File: config.mk
export PLATFORM = sky130hd
export DESIGN_NAME = conv_encoder_213
export DESIGN_NICKNAME = d
export VERILOG_FILES = /design/src/rtl/conv_encoder_213_pkg.sv /design/src/rtl/enc_213_symbol.sv /design/src/rtl/conv_encoder_213.sv
export SDC_FILE = /design/constraint.sdc
export NUM_CORES = 1
export LEC_CHECK = 0
export CAP_MARGIN = 40
export CORE_ASPECT_RATIO = 1.25
export CORE_MARGIN = 5
export CORE_UTILIZATION = 40
export DETAILED_ROUTE_END_ITERATION = 16
export SETUP_SLACK_MARGIN = 0.4
export SLEW_MARGIN = 20
export SYNTH_ARGS = -nofsm -noshare
export SYNTH_HDL_FRONTEND = slang
export SYNTH_SLANG_ARGS = --single-unit
File: constraint.sdc
create_clock -name clock -period 2.95 [get_ports clock]
set_clock_uncertainty 0.1 [all_clocks]
set_input_delay 0.59 -clock clock [delete_from_list [all_inputs] [get_ports clock]]
set_output_delay 0.59 -clock clock [all_outputs]
set_load 0.05 [all_outputs]
File: src/rtl/conv_encoder_213_pkg.sv
// conv_encoder_213_pkg
//   Shared constants and helpers for the (2,1,3) feed-forward convolutional
//   code. The same generator polynomials and the parity helper are used by the
//   encoder and by any reference model of the decoder's branch metrics.
//   Contents:
//     N, K, M       symbol width, information width, memory order
//     G1, G2        generator taps, MSB = u coefficient, LSB = D^M coefficient
//     enc_state_t   encoder FSM states
//     gen_parity()  modulo-2 inner product of a generator with {u, sr}
package conv_encoder_213_pkg;

  localparam int N = 2;  // code symbol width
  localparam int K = 1;  // information bits per symbol
  localparam int M = 3;  // memory order (shift register length)

  // g1 = 1 + D^2 + D^3, g2 = 1 + D + D^2 + D^3
  localparam logic [M:0] G1 = 4'b1011;
  localparam logic [M:0] G2 = 4'b1111;

  // A frame is terminated by M zero-input symbols.
  localparam int TAIL_LEN = M;

  typedef enum logic {
    ST_DATA = 1'b0,
    ST_TAIL = 1'b1
  } enc_state_t;

  // taps[M] is the current input u, taps[M-1-i] is sr[i] (delay D^(i+1)), so
  // generator bit j lines up with the D^(M-j) coefficient.
  function automatic logic gen_parity(input logic [M:0]   g,
                                      input logic         u,
                                      input logic [M-1:0] sr);
    logic [M:0] taps;
    taps[M] = u;
    for (int i = 0; i < M; i++) taps[M-1-i] = sr[i];
    return ^(g & taps);
  endfunction

endpackage

File: src/rtl/enc_213_symbol.sv
// enc_213_symbol
//   Purely combinational symbol generator for the (2,1,3) code.
//   Ports:
//     u    in   current information bit
//     sr   in   encoder memory, sr[0] = D^1 ... sr[M-1] = D^M
//     sym  out  code symbol, sym[1] = g1 output, sym[0] = g2 output
module enc_213_symbol
  import conv_encoder_213_pkg::*;
(
  input  logic         u,
  input  logic [M-1:0] sr,
  output logic [N-1:0] sym
);

  always_comb begin
    sym    = '0;
    sym[1] = gen_parity(G1, u, sr);
    sym[0] = gen_parity(G2, u, sr);
  end

endmodule

File: src/rtl/conv_encoder_213.sv
// conv_encoder_213
//   Framed (2,1,3) convolutional encoder with valid/ready handshakes on both
//   sides. Each frame is FRAME_LEN information bits followed by M zero-input
//   tail symbols that drive the trellis back to the all-zero state.
//   Parameters:
//     FRAME_LEN  information bits per frame, 1..1023
//   Ports:
//     clock     in   system clock, rising edge
//     reset     in   synchronous active-high reset
//     Dx        in   information bit
//     dx_valid  in   Dx is valid
//     dx_ready  out  Dx accepted this cycle when dx_valid is also high
//     Tx        out  code symbol {g1, g2}
//     oe        out  Tx holds a valid symbol
//     tx_ready  in   downstream consumes Tx when oe is high
//     tx_last   out  Tx is the final tail symbol of the frame (with oe)
module conv_encoder_213
  import conv_encoder_213_pkg::*;
#(
  parameter int FRAME_LEN = 20
) (
  input  logic         clock,
  input  logic         reset,
  input  logic [K-1:0] Dx,
  input  logic         dx_valid,
  output logic         dx_ready,
  output logic [N-1:0] Tx,
  output logic         oe,
  input  logic         tx_ready,
  output logic         tx_last
);

  localparam int               CW        = $clog2(FRAME_LEN + 1);
  localparam logic [CW-1:0]    CNT_LAST  = CW'(FRAME_LEN - 1);
  localparam logic [1:0]       TAIL_LAST = 2'(TAIL_LEN - 1);

  enc_state_t    state, state_nxt;
  logic [M-1:0]  sr, sr_nxt;
  logic [CW-1:0] cnt, cnt_nxt;
  logic [1:0]    tail_cnt, tail_nxt;
  logic [N-1:0]  tx_nxt;
  logic          oe_nxt, last_nxt;

  logic          free;
  logic          load;
  logic          u;
  logic [N-1:0]  sym;

  // The output register can take a new symbol if it is empty or is being
  // drained this cycle; this is what gives one symbol per cycle under flow.
  assign free = !oe || tx_ready;

  // Ready depends only on state/oe/tx_ready, never on dx_valid.
  assign dx_ready = (state == ST_DATA) && free && !reset;

  // TAIL loads a flush symbol every free cycle regardless of input.
  assign load = free && ((state == ST_TAIL) || dx_valid);

  assign u = (state == ST_TAIL) ? 1'b0 : Dx[0];

  enc_213_symbol u_sym (
    .u   (u),
    .sr  (sr),
    .sym (sym)
  );

  always_comb begin
    state_nxt = state;
    sr_nxt    = sr;
    cnt_nxt   = cnt;
    tail_nxt  = tail_cnt;
    tx_nxt    = Tx;
    oe_nxt    = oe;
    last_nxt  = tx_last;

    if (load) begin
      tx_nxt   = sym;
      oe_nxt   = 1'b1;
      last_nxt = 1'b0;
      sr_nxt   = {sr[M-2:0], u};
      if (state == ST_DATA) begin
        if (cnt == CNT_LAST) begin
          state_nxt = ST_TAIL;
          cnt_nxt   = '0;
        end else begin
          cnt_nxt = cnt + 1'b1;
        end
      end else begin
        if (tail_cnt == TAIL_LAST) begin
          // Three zero shifts already clear sr; forcing it makes termination
          // explicit and independent of the shift path.
          last_nxt  = 1'b1;
          state_nxt = ST_DATA;
          tail_nxt  = '0;
          sr_nxt    = '0;
        end else begin
          tail_nxt = tail_cnt + 1'b1;
        end
      end
    end else if (oe && tx_ready) begin
      oe_nxt   = 1'b0;
      last_nxt = 1'b0;
    end
  end

  always_ff @(posedge clock) begin
    if (reset) begin
      state    <= ST_DATA;
      sr       <= '0;
      cnt      <= '0;
      tail_cnt <= '0;
      Tx       <= '0;
      oe       <= 1'b0;
      tx_last  <= 1'b0;
    end else begin
      state    <= state_nxt;
      sr       <= sr_nxt;
      cnt      <= cnt_nxt;
      tail_cnt <= tail_nxt;
      Tx       <= tx_nxt;
      oe       <= oe_nxt;
      tx_last  <= last_nxt;
    end
  end

endmodule
==> results by group <==
Finish
  • Multi-input logic area: just under 400 sq um
  • P&R area growth vs syn: 22.2%
  • Fin util: 49.6%
  • Storage element area: 300 sq um
  • Final-stage net count: around 100
  • Number of antenna diodes: 0
  • # fillers: 168
  • Layout cells sized above 1: 9.57%

Power and ir drop
  • Switching Share: 27.4%
  • Worst vdd ir: 0.229 mV
  • NetSw: 108 uW
  • Leak Pwr: 0.314 nW
  • Pwr Density: 461 mW/mm^2
  • Clock share of power: 29.5%
  • Sequential Power Share: 54.4%
  • Combinational power share: 16.1%
  • Int Pwr: 286 uW

Hold path
  • Class of the worst hold path: flip-flop to flip-flop

Clock network
  • Clock Tree Buf Depth: 2
  • Post-CTS Setup Inserts: 0
  • Post-CTS Resized: 0
  • Clock sink count: 15
  • Htree depth: 1
  • Num CTS Buffers: 3
  • CTS tree: yes
  • Root Buffer: clkbuf_4
  • Hold buffer count at CTS: 0
  • Reg clk slew, reported paths: 0.09 ns
  • Clk_lat worst skew: ~0.28 ns

Worst setup path
  • Critical path peak fanout: 6
  • Crit. End Element: primary output
  • CP Data Arrival Time: 1.68 ns
  • Worst path cell trace: clkdlybuf4s50_1, nor2b_1, nor3_2, buf_12
  • CP max stage delay: 0.43 ns
  • CP required: 2.26 ns
  • CP startpoint kind: input port
  • Crit-path slowest cell: clkdlybuf4s50_1
  • WS Path Type: input port to primary output

STA
  • F_max: 422 MHz
  • Worst hold margin: 0.404 ns
  • Period Utilization, post-route: 80.3%
  • Tmin final: 2.37 ns
  • Pin slew with the least headroom to its limit: between 0.5 and 0.6 ns
  • Unrepaired setup endpoints after global routing: no
  • Slew margin rel.: 61.9%
  • Slew Limit Fails: 0
  • Final hold violations: 0
  • TNS Setup: 0 ns
  • # setup viols final: 0

Synthesis
  • Synth Register Bits: 15
  • Synth area leaders: dfxtp_1 43%, nor2_1 6.4%, a21oi_1 4.3%
  • Mapped Cells: 83
  • Register area share after synthesis: a little over two fifths
  • Syn_nets: 89
  • Area leader, netlist: dfxtp_1
  • Post-synthesis cell type count: 30
  • Synth warn: 0
  • Syn Std Cell Area: 699 sq um
  • Mean Syn Cell Area: 8.43 sq um
  • Top cell type's share of synthesized area: 42.9%

Floorplan
  • Core Box Area: 0.00172 sq mm
  • Die Area: about 0.0027 sq mm
  • Rows: 17
  • Initial Utilization: 40.6%
  • Die X: 47.4 microns
  • Chip height: 56.8 microns
  • I/O Pins: 10

Drt
  • Routed WL: 1380 microns
  • First-pass DRT Iterations: 4
  • Drc violations: 0
  • Wire per inst: approximately 12 microns
  • Vias per cell: roughly 5.4
  • Routed via count: 615
  • Initial DRC Count: 21
  • Antenna Violating Nets Remaining: 0

Global route
  • Vias in the first global route: 605
  • Overall routing resource usage: 12.5%
  • Grt ovf: 0
  • First-pass GRT wire length: approximately 2500 microns
  • Largest net degree at the start of global routing: 16
  • Antenna violations before repair: 0

Placement
  • DP HPWL: 995 microns
  • Gpl congestion: between 0.7 and 0.8
  • I/O Buffers: 9

Run
  • Max_cap viols: 0

Status
  • Status: finished, final reports clean
-- state kept, by name, summed over array words and instances, names as in the netlist --
signal    flops
tail_cnt      2
state         1
Tx            2
oe            1
cnt           5
sr            3
tx_last       1
-- path summary, 6_finish.rpt --
kind / startpoint / endpoint / slack [ns] / cells after the start
hold reg to reg: tail_cnt[1]$_SDFFE_PP0P_ / tail_cnt[1]$_SDFFE_PP0P_ / 0.40 / 2
setup reg to reg: state$_SDFFE_PP0P_ / cnt[2]$_SDFFE_PP0P_ / 1.22 / 4
setup / recovery: tx_ready / dx_ready / 0.58 / 4
hold / removal: tail_cnt[1]$_SDFFE_PP0P_ / tail_cnt[1]$_SDFFE_PP0P_ / 0.40 / 2
-- power by group through the flow --
stage | sequential (mW) | clock (mW) | combinational [mW]
6_report | 0.214 | 0.116 | 0.0635
5_1_grt | 0.216 | 0.137 | 0.0688
4_1_cts | 0.214 | 0.126 | 0.0642
3_5_place_dp | 0.219 | 0 | 0.0638
3_3_place_gp | 0.219 | 0 | 0.0631
2_1_floorplan | 0.229 | 0 | 0.0295
-- cells in the final DEF (no fill, tap or decap), types with 2 or more instances in the layout --
cell,instances
a21oi_1,6
nor3_1,4
o21ai_0,3
buf_4,2
a22oi_1,3
nor2_1,12
nand2_1,5
nor2b_1,4
nand3b_1,2
mux2i_1,2
xnor2_1,3
or3_1,2
nand3_1,2
clkbuf_4,3
clkdlybuf4s50_1,8
dfxtp_1,15
-- cell families after synthesis --
kind of cell,count (synthesis),synth area share [%]
and+or+nand+nor,41,31.7
buffers and inverters,5,2.86
AOI/OAI and AO/OA,16,14.1
DFF,15,42.9
adders and majority gates,1,1.79
xor gates and xnor gates,3,3.76
muxes,2,2.86
-- layout make-up --
type | count | share of cell area [%]
flip-flops and latches | 15 | 35.1
clock buffers | 3 | 2.64
multi-input cells | 63 | 44.9
inverters | 1 | 0.439
well taps | 19 | 2.78
clock inverters | 1 | 0.586
repair buffers | 11 | 13.5
-- critical path, delay by kind of cell --
kind | cells | cell delay [ns]
buffers and inverters | 2 | 0.60
AND/OR/NAND/NOR | 2 | 0.49
-- layer usage --
metal	track usage [%]	wire [microns]	vias up
met4	5.93	14	0
met1	15.2	675	290
met3	3.85	46	2
met2	19.2	642	8
li1	-	-	315
met5	0	0	-
-- cells in the mapped netlist --
library cell   n
a2111o_1       1
a21oi_1        6
a22oi_1        3
a31oi_1        1
a32oi_1        1
and3_1         1
and3b_1        1
buf_2          1
clkbuf_1       3
dfxtp_1       15
ha_1           1
inv_1          1
mux2i_1        2
nand2_1        5
nand2b_1       1
nand2b_2       1
nand3_1        2
nand3b_1       2
nand4_1        1
nand4b_1       1
nor2_1        12
nor2b_1        4
nor3_1         5
nor3b_1        1
nor4b_1        1
o21ai_0        3
o21ai_1        1
or3_1          2
or3b_1         1
xnor2_1        3
-- per-stage QoR --
step / setup slack [ns] / area, sq um / std cells / total power [mW]
finish: 0.580 / 855 / 113 / 0.394
detailed placement: 0.585 / 827 / 109 / 0.283
CTS: 0.580 / 855 / 113 / 0.405
floorplan: 0.753 / 704 / 83 / 0.259
global placement: 0.594 / 827 / 109 / 0.282
global route: 0.506 / 855 / 113 / 0.422
No activity file was read; power rests on OpenSTA's default activity.
